**src/rtl/hsv_pkg.sv**
```systemverilog
// rtl/hsv_pkg.sv - shared fp32 constants, stage-A payload type and helpers for the HSV datapath
//
// Purpose : fp32 field widths, hue offset constants, aligned-operand payload
//           struct and a leading-zero counter used by the hue adder.
// Ports   : none (package)
package hsv_pkg;

   localparam int FP32_SGN_W = 1;
   localparam int FP32_EXP_W = 8;
   localparam int FP32_MAN_W = 23;

   // Aligned mantissa: hidden bit + 23 fraction bits + 3 guard bits.
   localparam int ALN_W = 1 + FP32_MAN_W + 3;

   localparam logic [31:0] HUE_OFF_0   = 32'h0000_0000;
   localparam logic [31:0] HUE_OFF_85  = 32'h42AA_0000;
   localparam logic [31:0] HUE_OFF_171 = 32'h432B_0000;
   localparam logic [31:0] FP32_QNAN   = 32'h7FC0_0000;
   localparam logic [31:0] FP32_ZERO   = 32'h0000_0000;

   typedef struct packed {
      logic                  sign;
      logic [FP32_EXP_W-1:0] exp;
      logic [ALN_W-1:0]      mant_big;
      logic [ALN_W-1:0]      mant_small;
      logic                  eff_sub;
      logic                  is_nan;
   } align_t;

   // Leading zeros of a 28-bit value; 28 when the value is zero.
   function automatic logic [4:0] lzc28(input logic [27:0] v);
      logic [4:0] n;
      n = 5'd28;
      for (int i = 0; i < 28; i++) begin
         if (v[i]) n = 5'(27 - i);
      end
      return n;
   endfunction

endpackage

```
**src/rtl/fp32_addsub_pipe.sv**
```systemverilog
// rtl/fp32_addsub_pipe.sv - two-stage fp32 adder with per-stage enables and meta pass-through
//
// Purpose : stage A aligns operands (swap to |big| >= |small|, shift small),
//           stage B adds/subtracts, normalises and truncates.
// Ports   : clk, rst        clock, async active-high reset
//           en_a_i, en_b_i  load enables for stage A / stage B registers
//           a_i, b_i        fp32 operands
//           meta_i          META_W bits carried alongside the operands
//           res_o           fp32 result (stage B register)
//           meta_o          meta aligned with res_o
module fp32_addsub_pipe
   import hsv_pkg::*;
#(
   parameter int META_W = 65
) (
   input  logic              clk,
   input  logic              rst,
   input  logic              en_a_i,
   input  logic              en_b_i,
   input  logic [31:0]       a_i,
   input  logic [31:0]       b_i,
   input  logic [META_W-1:0] meta_i,
   output logic [31:0]       res_o,
   output logic [META_W-1:0] meta_o
);

   align_t            aq_d, aq_q;
   logic [META_W-1:0] meta_a_q, meta_b_q;
   logic [31:0]       res_d, res_q;

   // ---------------- stage A: align ----------------
   logic [30:0]           mag_a, mag_b, mag_big, mag_small;
   logic                  swap;
   logic [FP32_EXP_W-1:0] exp_diff;
   logic [ALN_W-1:0]      m_big, m_small;

   always_comb begin
      // Exponent 0 (zero or denormal) is flushed to a zero magnitude.
      mag_a     = (a_i[30:23] == 8'd0) ? 31'd0 : a_i[30:0];
      mag_b     = (b_i[30:23] == 8'd0) ? 31'd0 : b_i[30:0];
      swap      = (mag_b > mag_a);
      mag_big   = swap ? mag_b : mag_a;
      mag_small = swap ? mag_a : mag_b;
      m_big     = (mag_big[30:23] == 8'd0)   ? '0 : {1'b1, mag_big[22:0], 3'b000};
      m_small   = (mag_small[30:23] == 8'd0) ? '0 : {1'b1, mag_small[22:0], 3'b000};
      exp_diff  = mag_big[30:23] - mag_small[30:23];

      aq_d            = '0;
      aq_d.sign       = swap ? b_i[31] : a_i[31];
      aq_d.exp        = mag_big[30:23];
      aq_d.mant_big   = m_big;
      aq_d.mant_small = (exp_diff >= 8'd26) ? '0 : (m_small >> exp_diff);
      aq_d.eff_sub    = a_i[31] ^ b_i[31];
      aq_d.is_nan     = (a_i[30:23] == 8'hFF) || (b_i[30:23] == 8'hFF);
   end

   // ---------------- stage B: add, normalise ----------------
   logic [27:0]       sum, norm;
   logic [4:0]        lz;
   logic signed [9:0] exp_n;

   always_comb begin
      // |big| >= |small| so the subtraction never goes negative.
      sum   = aq_q.eff_sub ? ({1'b0, aq_q.mant_big} - {1'b0, aq_q.mant_small})
                           : ({1'b0, aq_q.mant_big} + {1'b0, aq_q.mant_small});
      lz    = lzc28(sum);
      norm  = sum << lz;
      // Hidden bit sits at bit 26 un-normalised; a carry into bit 27 gives lz=0.
      exp_n = signed'({2'b00, aq_q.exp}) + 10'sd1 - signed'({5'b00000, lz});

      res_d = {aq_q.sign, exp_n[7:0], norm[26:4]};
      if (aq_q.is_nan) begin
         res_d = FP32_QNAN;
      end else if (sum == 28'd0) begin
         res_d = FP32_ZERO;
      end else if (exp_n >= 10'sd255) begin
         res_d = {aq_q.sign, 8'hFF, 23'd0};
      end else if (exp_n <= 10'sd0) begin
         res_d = {aq_q.sign, 31'd0};
      end
   end

   always_ff @(posedge clk or posedge rst) begin
      if (rst) begin
         aq_q     <= '0;
         meta_a_q <= '0;
         res_q    <= '0;
         meta_b_q <= '0;
      end else begin
         if (en_a_i) begin
            aq_q     <= aq_d;
            meta_a_q <= meta_i;
         end
         if (en_b_i) begin
            res_q    <= res_d;
            meta_b_q <= meta_a_q;
         end
      end
   end

   assign res_o  = res_q;
   assign meta_o = meta_b_q;

endmodule

```
**src/rtl/hue_offset_stage.sv**
```systemverilog
// rtl/hue_offset_stage.sv - selects max-channel hue term, adds its offset, handshaked 2-deep pipe
//
// Purpose : priority select (R > G > B) of hue term and offset, fp32 add in a
//           two-stage pipe, sideband and sel_err carried with each beat.
// Ports   : clk, rst                  clock, async active-high reset
//           in_valid / in_ready       input handshake
//           t_r, t_g, t_b             candidate hue terms (fp32)
//           max_r, max_g, max_b       one-hot max-channel flags
//           side_in                   SIDE_W pass-through sideband
//           out_valid / out_ready     output handshake
//           hue, side_out, sel_err    result, aligned sideband, no-flag error
module hue_offset_stage
   import hsv_pkg::*;
#(
   parameter logic [31:0] OFFSET_R = HUE_OFF_0,
   parameter logic [31:0] OFFSET_G = HUE_OFF_85,
   parameter logic [31:0] OFFSET_B = HUE_OFF_171,
   parameter int          SIDE_W   = 64
) (
   input  logic              clk,
   input  logic              rst,
   input  logic              in_valid,
   output logic              in_ready,
   input  logic [31:0]       t_r,
   input  logic [31:0]       t_g,
   input  logic [31:0]       t_b,
   input  logic              max_r,
   input  logic              max_g,
   input  logic              max_b,
   input  logic [SIDE_W-1:0] side_in,
   output logic              out_valid,
   input  logic              out_ready,
   output logic [31:0]       hue,
   output logic [SIDE_W-1:0] side_out,
   output logic              sel_err
);

   logic [31:0]     sel_term, sel_off;
   logic            sel_err_c;
   logic            a_valid_d, a_valid_q, b_valid_d, b_valid_q;
   logic            a_adv, b_adv;
   logic [SIDE_W:0] meta_out;

   // With no flag set both operands are +0 so the adder yields +0.
   always_comb begin
      sel_term  = FP32_ZERO;
      sel_off   = FP32_ZERO;
      sel_err_c = 1'b0;
      if (max_r) begin
         sel_term = t_r;
         sel_off  = OFFSET_R;
      end else if (max_g) begin
         sel_term = t_g;
         sel_off  = OFFSET_G;
      end else if (max_b) begin
         sel_term = t_b;
         sel_off  = OFFSET_B;
      end else begin
         sel_err_c = 1'b1;
      end
   end

   always_comb begin
      b_adv     = !b_valid_q || out_ready;
      a_adv     = !a_valid_q || b_adv;
      a_valid_d = a_adv ? in_valid  : a_valid_q;
      b_valid_d = b_adv ? a_valid_q : b_valid_q;
   end

   always_ff @(posedge clk or posedge rst) begin
      if (rst) begin
         a_valid_q <= 1'b0;
         b_valid_q <= 1'b0;
      end else begin
         a_valid_q <= a_valid_d;
         b_valid_q <= b_valid_d;
      end
   end

   fp32_addsub_pipe #(
      .META_W (SIDE_W + 1)
   ) u_add (
      .clk    (clk),
      .rst    (rst),
      .en_a_i (a_adv && in_valid),
      .en_b_i (b_adv && a_valid_q),
      .a_i    (sel_term),
      .b_i    (sel_off),
      .meta_i ({sel_err_c, side_in}),
      .res_o  (hue),
      .meta_o (meta_out)
   );

   assign in_ready  = a_adv;
   assign out_valid = b_valid_q;
   assign sel_err   = meta_out[SIDE_W];
   assign side_out  = meta_out[SIDE_W-1:0];

endmodule
```
**config.mk**
```make
export PLATFORM = sky130hd
export DESIGN_NAME = hue_offset_stage
export DESIGN_NICKNAME = d
export VERILOG_FILES = /design/src/rtl/hsv_pkg.sv /design/src/rtl/fp32_addsub_pipe.sv /design/src/rtl/hue_offset_stage.sv
export SDC_FILE = /design/constraint.sdc
export NUM_CORES = 1
export LEC_CHECK = 0
export ABC_AREA = 1
export CORE_UTILIZATION = 58
export DETAILED_ROUTE_END_ITERATION = 8
export MAX_ROUTING_LAYER = met4
export PLACE_DENSITY = 0.9
export SETUP_SLACK_MARGIN = 0.4
export SYNTH_ARGS = -nofsm -noshare
export SYNTH_HDL_FRONTEND = slang
export SYNTH_HIERARCHICAL = 1
export SYNTH_SLANG_ARGS = --single-unit
```
**constraint.sdc**
```tcl
create_clock -name clk -period 22 [get_ports clk]
set_input_delay 4.4 -clock clk [delete_from_list [all_inputs] [get_ports clk]]
set_output_delay 4.4 -clock clk [all_outputs]
set_load 0.005 [all_outputs]
```
==> impl_metrics.env, run 1 <==
export IMPL_cts_tree="done"
export IMPL_slew_viol_final=0
export IMPL_vias_per_cell=5.50
export IMPL_hold_viol=0
export IMPL_initial_core_util_pct=59.6
export IMPL_ctsHoldBuffers=0
export IMPL_status="finished, final reports clean"
export IMPL_grt_max_degree=113
export IMPL_grt_use_total_pct=34.9
export IMPL_htree_levels=1
export IMPL_synth_edf_count=0
export IMPL_synth_most_common_cell="nand2_1"
export IMPL_routed_wl_um=50400
export IMPL_std_cell_rows=61
export IMPL_worst_path_buf_inv=10
export IMPL_path_class="in -> reg"
export IMPL_antenna_cells=0
export IMPL_worst_slack_ns=10.45
export IMPL_ys_async_sr_fraction_pct=100
export IMPL_r2r_start="u_add/aq_q[2]"
export IMPL_insertion_delay_ns=0.54
export IMPL_fin_nets=2972
export IMPL_crit_start="max_g"
export IMPL_period_needed_ns=11.55
export IMPL_antenna_found_initial=0
export IMPL_slew_limit_headroom_pct=25.6
export IMPL_postSynthCellCount=2520
export IMPL_ys_seq_elements=226
export IMPL_synthTopCellsByArea="dfrtp_1 (34%), nand2_1 (22%), nand3_1 (8.0%), ha_1 (5.5%), inv_1 (5.3%)"
export IMPL_rsz0062_at_grt="false"
export IMPL_vias=17200
export IMPL_holdPathStages=2
export IMPL_worst_pin_slew_ns=1.12
export IMPL_critPathTopFamily="buffers and inverters"
export IMPL_r2r_end="u_add/res_o[11]"
export IMPL_crit_cells=34
export IMPL_startpoint_type="primary input"
export IMPL_multi_input_area_um2=9630
export IMPL_maxCapViolations=0
export IMPL_synth_top_area_share_pct=33.8
export IMPL_hp_start="u_add/meta_a_q[11]"
export IMPL_critPathMaxStageDelay_ns=0.76
export IMPL_cts_root_buffer="clkbuf_16"
export IMPL_synth_common_cells="nand2_1 (979), nand3_1 (269), inv_1 (237), dfrtp_1 (226), o21ai_0 (168)"
export IMPL_synth_warning_count=6
export IMPL_syn_area_um2=16700
export IMPL_ys_flop_type="dfrtp_1"
export IMPL_drc=0
export IMPL_finClkSkew_ns=0.0127
export IMPL_core_area_um2=28100
export IMPL_slowest_stage="a21oi_1"
export IMPL_dr_pass1_iters=8
export IMPL_ys_types=63
export IMPL_pre_cts_slack_ns=10.01
export IMPL_max_freq_mhz=86.6
export IMPL_routabilityCongestion=0.990
export IMPL_drt_iter0_drc=1671
export IMPL_reg2reg_slack_ns=12.77
export IMPL_fin_setup_tns_ns=0
export IMPL_hpwl_um=37100
export IMPL_wl_per_cell_um=16.1
export IMPL_post_cts_buffers=0
export IMPL_holdPathEnd="u_add/meta_a_q[11]"
export IMPL_die_area_um2=29500
export IMPL_endpoint_kind="register"
export IMPL_die_y_um=172
export IMPL_synth_largest_area_cell="dfrtp_1"
export IMPL_grt_remaining_overflow=0
export IMPL_yosysSeqAreaShare_pct=33.8
export IMPL_clk_pin_slew_ns=0.06
export IMPL_crit_arrival_ns=11.94
export IMPL_io_pins=266
export IMPL_required_ns=22.39
export IMPL_area_delta_synth_final_pct=21.2
export IMPL_fin_crit_sh_pct=52.5
export IMPL_clk_path_buf_depth=3
export IMPL_hold_path_class="reg -> reg"
export IMPL_cp_max_fo=112
export IMPL_drive_gt1_share_pct=5.20
export IMPL_clock_sinks=226
export IMPL_grt_pass1_wl_um=79800
export IMPL_cts_made_buffers=25
export IMPL_n_fill_cell=2187
export IMPL_io_buffers=265
export IMPL_drt_antenna_violating_nets=0
export IMPL_grt_pass1_vias=16200
export IMPL_setup_viol=0
export IMPL_die_width_um=172
export IMPL_syn_avg_cell_area_um2=6.64
export IMPL_reg2regPathDepth=48
export IMPL_regArea_um2=5660
export IMPL_cts_resized_gates=0
registers in the layout (all words and copies together) (netlist names):
register	flops
a_valid_q	1
out_valid	1
u_add/aq_q	62
u_add/meta_a_q	65
u_add/meta_o	65
u_add/res_o	32
metrics by stage:
stage | cell area (µm²) | instances | utilization [%] | hold slack, ns
finish | 20300 | 3127 | 72.2 | 0.470
global route | 20300 | 3127 | 72.2 | 0.489
CTS | 20300 | 3127 | 72.2 | 0.473
detailed placement | 19500 | 3082 | 69.3 | 0.458
global placement | 19500 | 3082 | 69.3 | 0.453
floorplan | 16900 | 2555 | - | 0.442
cells by family (layout without fill, tap and decap cells):
logic type / Yosys count / after routing / share of synthesized area [%]
and+or+nand+nor: 1448 / 1448 / 36.5
buffers and inverters: 379 / 573 / 9.54
AOI/OAI and AO/OA: 341 / 341 / 11.5
DFF: 226 / 226 / 33.8
adders and majority gates: 74 / 74 / 5.58
xor gates and xnor gates: 48 / 48 / 2.80
muxes: 3 / 3 / 0.180
other: 1 / 36 / 0.0224
metal layers:
layer	GRT usage, %	part of all wire [%]	vias to the layer above
li1	-	-	8437
met1	43.7	41	7875
met2	57.3	47	755
met3	4.74	7.2	142
met4	13.5	4.1	0
met5	-	0	-
worst min-delay path, stage by stage, from the launching register on:
cell and delay (ns):
dfrtp_1 0.34, nand2_1 0.05, nand2_1 0.04
worst max path at each step:
stage	endpoint	slack, ns
after floorplan	u_add/aq_q[0]	11.47
after global placement	u_add/aq_q[3]	10.24
after detailed placement	u_add/aq_q[4]	10.01
after CTS	u_add/aq_q[23]	10.57
after global routing	u_add/aq_q[22]	9.58
final	u_add/aq_q[4]	10.45
layout by cell type, fill, tap and decap left out, types with 4 or more instances in the layout:
cell	count
a21oi_1	71
a21oi_4	5
buf_4	11
clkbuf_1	5
clkbuf_16	25
clkdlybuf4s50_1	265
clkinv_2	6
conb_1	36
dfrtp_1	226
ha_1	73
inv_1	233
inv_2	13
nand2_1	978
nand2_2	22
nand3_1	269
nand3_2	4
nand3b_1	5
nand4_1	16
nor2_1	108
nor2_2	6
nor2_4	4
nor3_1	8
nor3_2	4
nor4_1	8
o211ai_1	15
o21ai_0	168
o21ai_1	39
o21ai_2	6
o21bai_1	5
o22ai_1	11
o31ai_1	4
or2_2	5
xnor2_1	6
xor2_1	36
xor2_2	4
cell type report:
cell class,count,area share [%]
clock buffers,33,3.38
clock inverters,12,0.685
inverters,252,4.74
repair buffers,276,13.5
well taps,378,2.33
multi-input cells,1950,47.5
flip-flops and latches,226,27.9
Power of run 1 is left out: the tool's default activity adds up to more than one toggle a clock period on the data nets, which glitch-free logic cannot reach.
==> run 2: changes to the inputs <==
Settings changed: CORE_UTILIZATION 58 to 55, PLACE_DENSITY 0.9 to 0.87.
Clock period 22 ns to 11.7 ns, I/O delays scaled along.
==> run 2 against run 1 <==
  * Critical endpoint is now u_add/res_o[9]
  * Setup slack got worse by 8.0 ns
  * Largest cell class unchanged
  * Final cell count increased by 0.29%
  * Worst hold slack improved by 0.0019 ns
  * Register-to-register slack got worse by 10 ns
  * Critical path type is now reg -> reg
  * Critical path depth increased by 14
  * Utilization decreased by 4.0 points
  * Die area increased by 5.4%
  * Flip-flop and latch count unchanged
==> impl_metrics.env, run 2 (synthesis gave the netlist of run 1 again) <==
export IMPL_status="finished, final reports clean"
export IMPL_slew_limit_headroom_pct=30.8
export IMPL_die_area_um2=31100
export IMPL_reg2regPathDepth=48
export IMPL_regArea_um2=5660
export IMPL_cpMostUsedCell="nor2_1"
export IMPL_drt_antenna_violating_nets=0
export IMPL_hold_path_class="reg -> reg"
export IMPL_grt_use_total_pct=32.4
export IMPL_cts_resized_gates=0
export IMPL_placedInstanceArea_um2=19500
export IMPL_grt_pass1_vias=16300
export IMPL_hold_viol=0
export IMPL_vias_per_cell=5.42
export IMPL_reg2reg_slack_ns=2.44
export IMPL_fin_setup_tns_ns=0
export IMPL_endpoint_kind="register"
export IMPL_drive_gt1_share_pct=5.13
export IMPL_post_cts_buffers=0
export IMPL_setup_viol=0
export IMPL_cp_max_fo=24
export IMPL_max_freq_mhz=108
export IMPL_wl_per_cell_um=15.5
export IMPL_crit_cells=48
export IMPL_cts_root_buffer="clkbuf_16"
export IMPL_initial_core_util_pct=56.1
export IMPL_clock_sinks=226
export IMPL_fin_nets=2972
export IMPL_startpoint_type="register"
export IMPL_multi_input_area_um2=9630
export IMPL_hpwl_um=36600
export IMPL_worst_path_buf_inv=8
export IMPL_htree_levels=1
export IMPL_grt_remaining_overflow=0
export IMPL_r2r_start="u_add/aq_q[2]"
export IMPL_vias=17000
export IMPL_fin_crit_sh_pct=79.1
export IMPL_dr_pass1_iters=6
export IMPL_std_cell_rows=63
export IMPL_rsz0062_at_grt="false"
export IMPL_insertion_delay_ns=0.55
export IMPL_cts_made_buffers=25
export IMPL_clk_path_buf_depth=3
export IMPL_core_area_um2=29800
export IMPL_holdPathEnd="u_add/meta_a_q[11]"
export IMPL_drc=0
export IMPL_ctsHoldBuffers=0
export IMPL_path_class="reg -> reg"
export IMPL_hold_slack_ns=0.472
export IMPL_area_delta_synth_final_pct=21.4
export IMPL_holdPathStages=2
export IMPL_final_cell_mix="nand2_1 (978), nand3_1 (269), clkdlybuf4s50_1 (265)"
export IMPL_n_fill_cell=2521
export IMPL_crit_arrival_ns=9.71
export IMPL_critPathTopFamily="simple AND/OR/NAND/NOR gates"
export IMPL_period_needed_ns=9.26
export IMPL_final_common_cell="nand2_1"
export IMPL_slew_viol_final=0
export IMPL_r2r_end="u_add/res_o[9]"
export IMPL_routed_wl_um=48700
export IMPL_io_pins=266
export IMPL_critPathMaxStageDelay_ns=0.67
export IMPL_grt_max_degree=153
export IMPL_worst_pin_slew_ns=1.04
export IMPL_pre_cts_slack_ns=2.03
export IMPL_cts_tree="done"
export IMPL_final_area_um2=20300
export IMPL_die_y_um=176
export IMPL_slowest_stage="xnor2_2"
export IMPL_antenna_found_initial=0
export IMPL_grt_pass1_wl_um=79800
export IMPL_io_buffers=265
export IMPL_maxCapViolations=0
export IMPL_antenna_cells=0
export IMPL_die_width_um=176
export IMPL_worst_slack_ns=2.44
export IMPL_routabilityCongestion=0.988
export IMPL_crit_start="u_add/aq_q[2]"
export IMPL_hp_start="u_add/meta_a_q[11]"
export IMPL_finClkSkew_ns=0.0277
export IMPL_required_ns=12.15
export IMPL_clk_pin_slew_ns=0.06
export IMPL_drt_iter0_drc=1412
==> run 2: cell types whose count changed in the layout (fill, tap and decap cells not counted), sizes merged <==
cell,previous run,this run
clkinv,9,6
inv,252,251
bufinv,2,3
==> run 2: worst max path at each step <==
stage                                 to  slack, ns
after global routing       u_add/aq_q[6]       1.55
after CTS                  u_add/aq_q[4]       2.57
after floorplan            u_add/aq_q[0]       3.23
after global placement    u_add/aq_q[10]       2.29
final                     u_add/res_o[9]       2.44
after detailed placement   u_add/aq_q[4]       2.03
==> run 2: per-stage QoR <==
| step | utilization, % | instances |
|---|---|---|
| floorplan | - | 2555 |
| global placement | 65.4 | 3094 |
| detailed placement | 65.4 | 3094 |
| CTS | 68.2 | 3136 |
| global route | 68.2 | 3136 |
| finish | 68.2 | 3136 |
==> run 2: layer usage <==
| metal | track usage (%) | wire length, µm |
|---|---|---|
| met1 | 42.0 | 21000 |
| met2 | 52.5 | 22700 |
| met3 | 3.34 | 3100 |
| met4 | 12.1 | 1910 |
| met5 | - | 0 |
==> run 2: final cells by class <==
cell class | count | area share (%)
tap | 390 | 2.40
clock inverter | 9 | 0.733
sequential | 226 | 27.8
clock buffer | 33 | 3.42
multi-input combinational | 1950 | 47.4
timing repair buffer | 276 | 13.5
inverter | 252 | 4.74
==> run 2: tightest hold or removal path: cells and delay by family, from the launching register on <==
family,cells,cell delay [ns]
and+or+nand+nor,2,0.10
DFF,1,0.34
Power of run 2 is left out for the same reason.
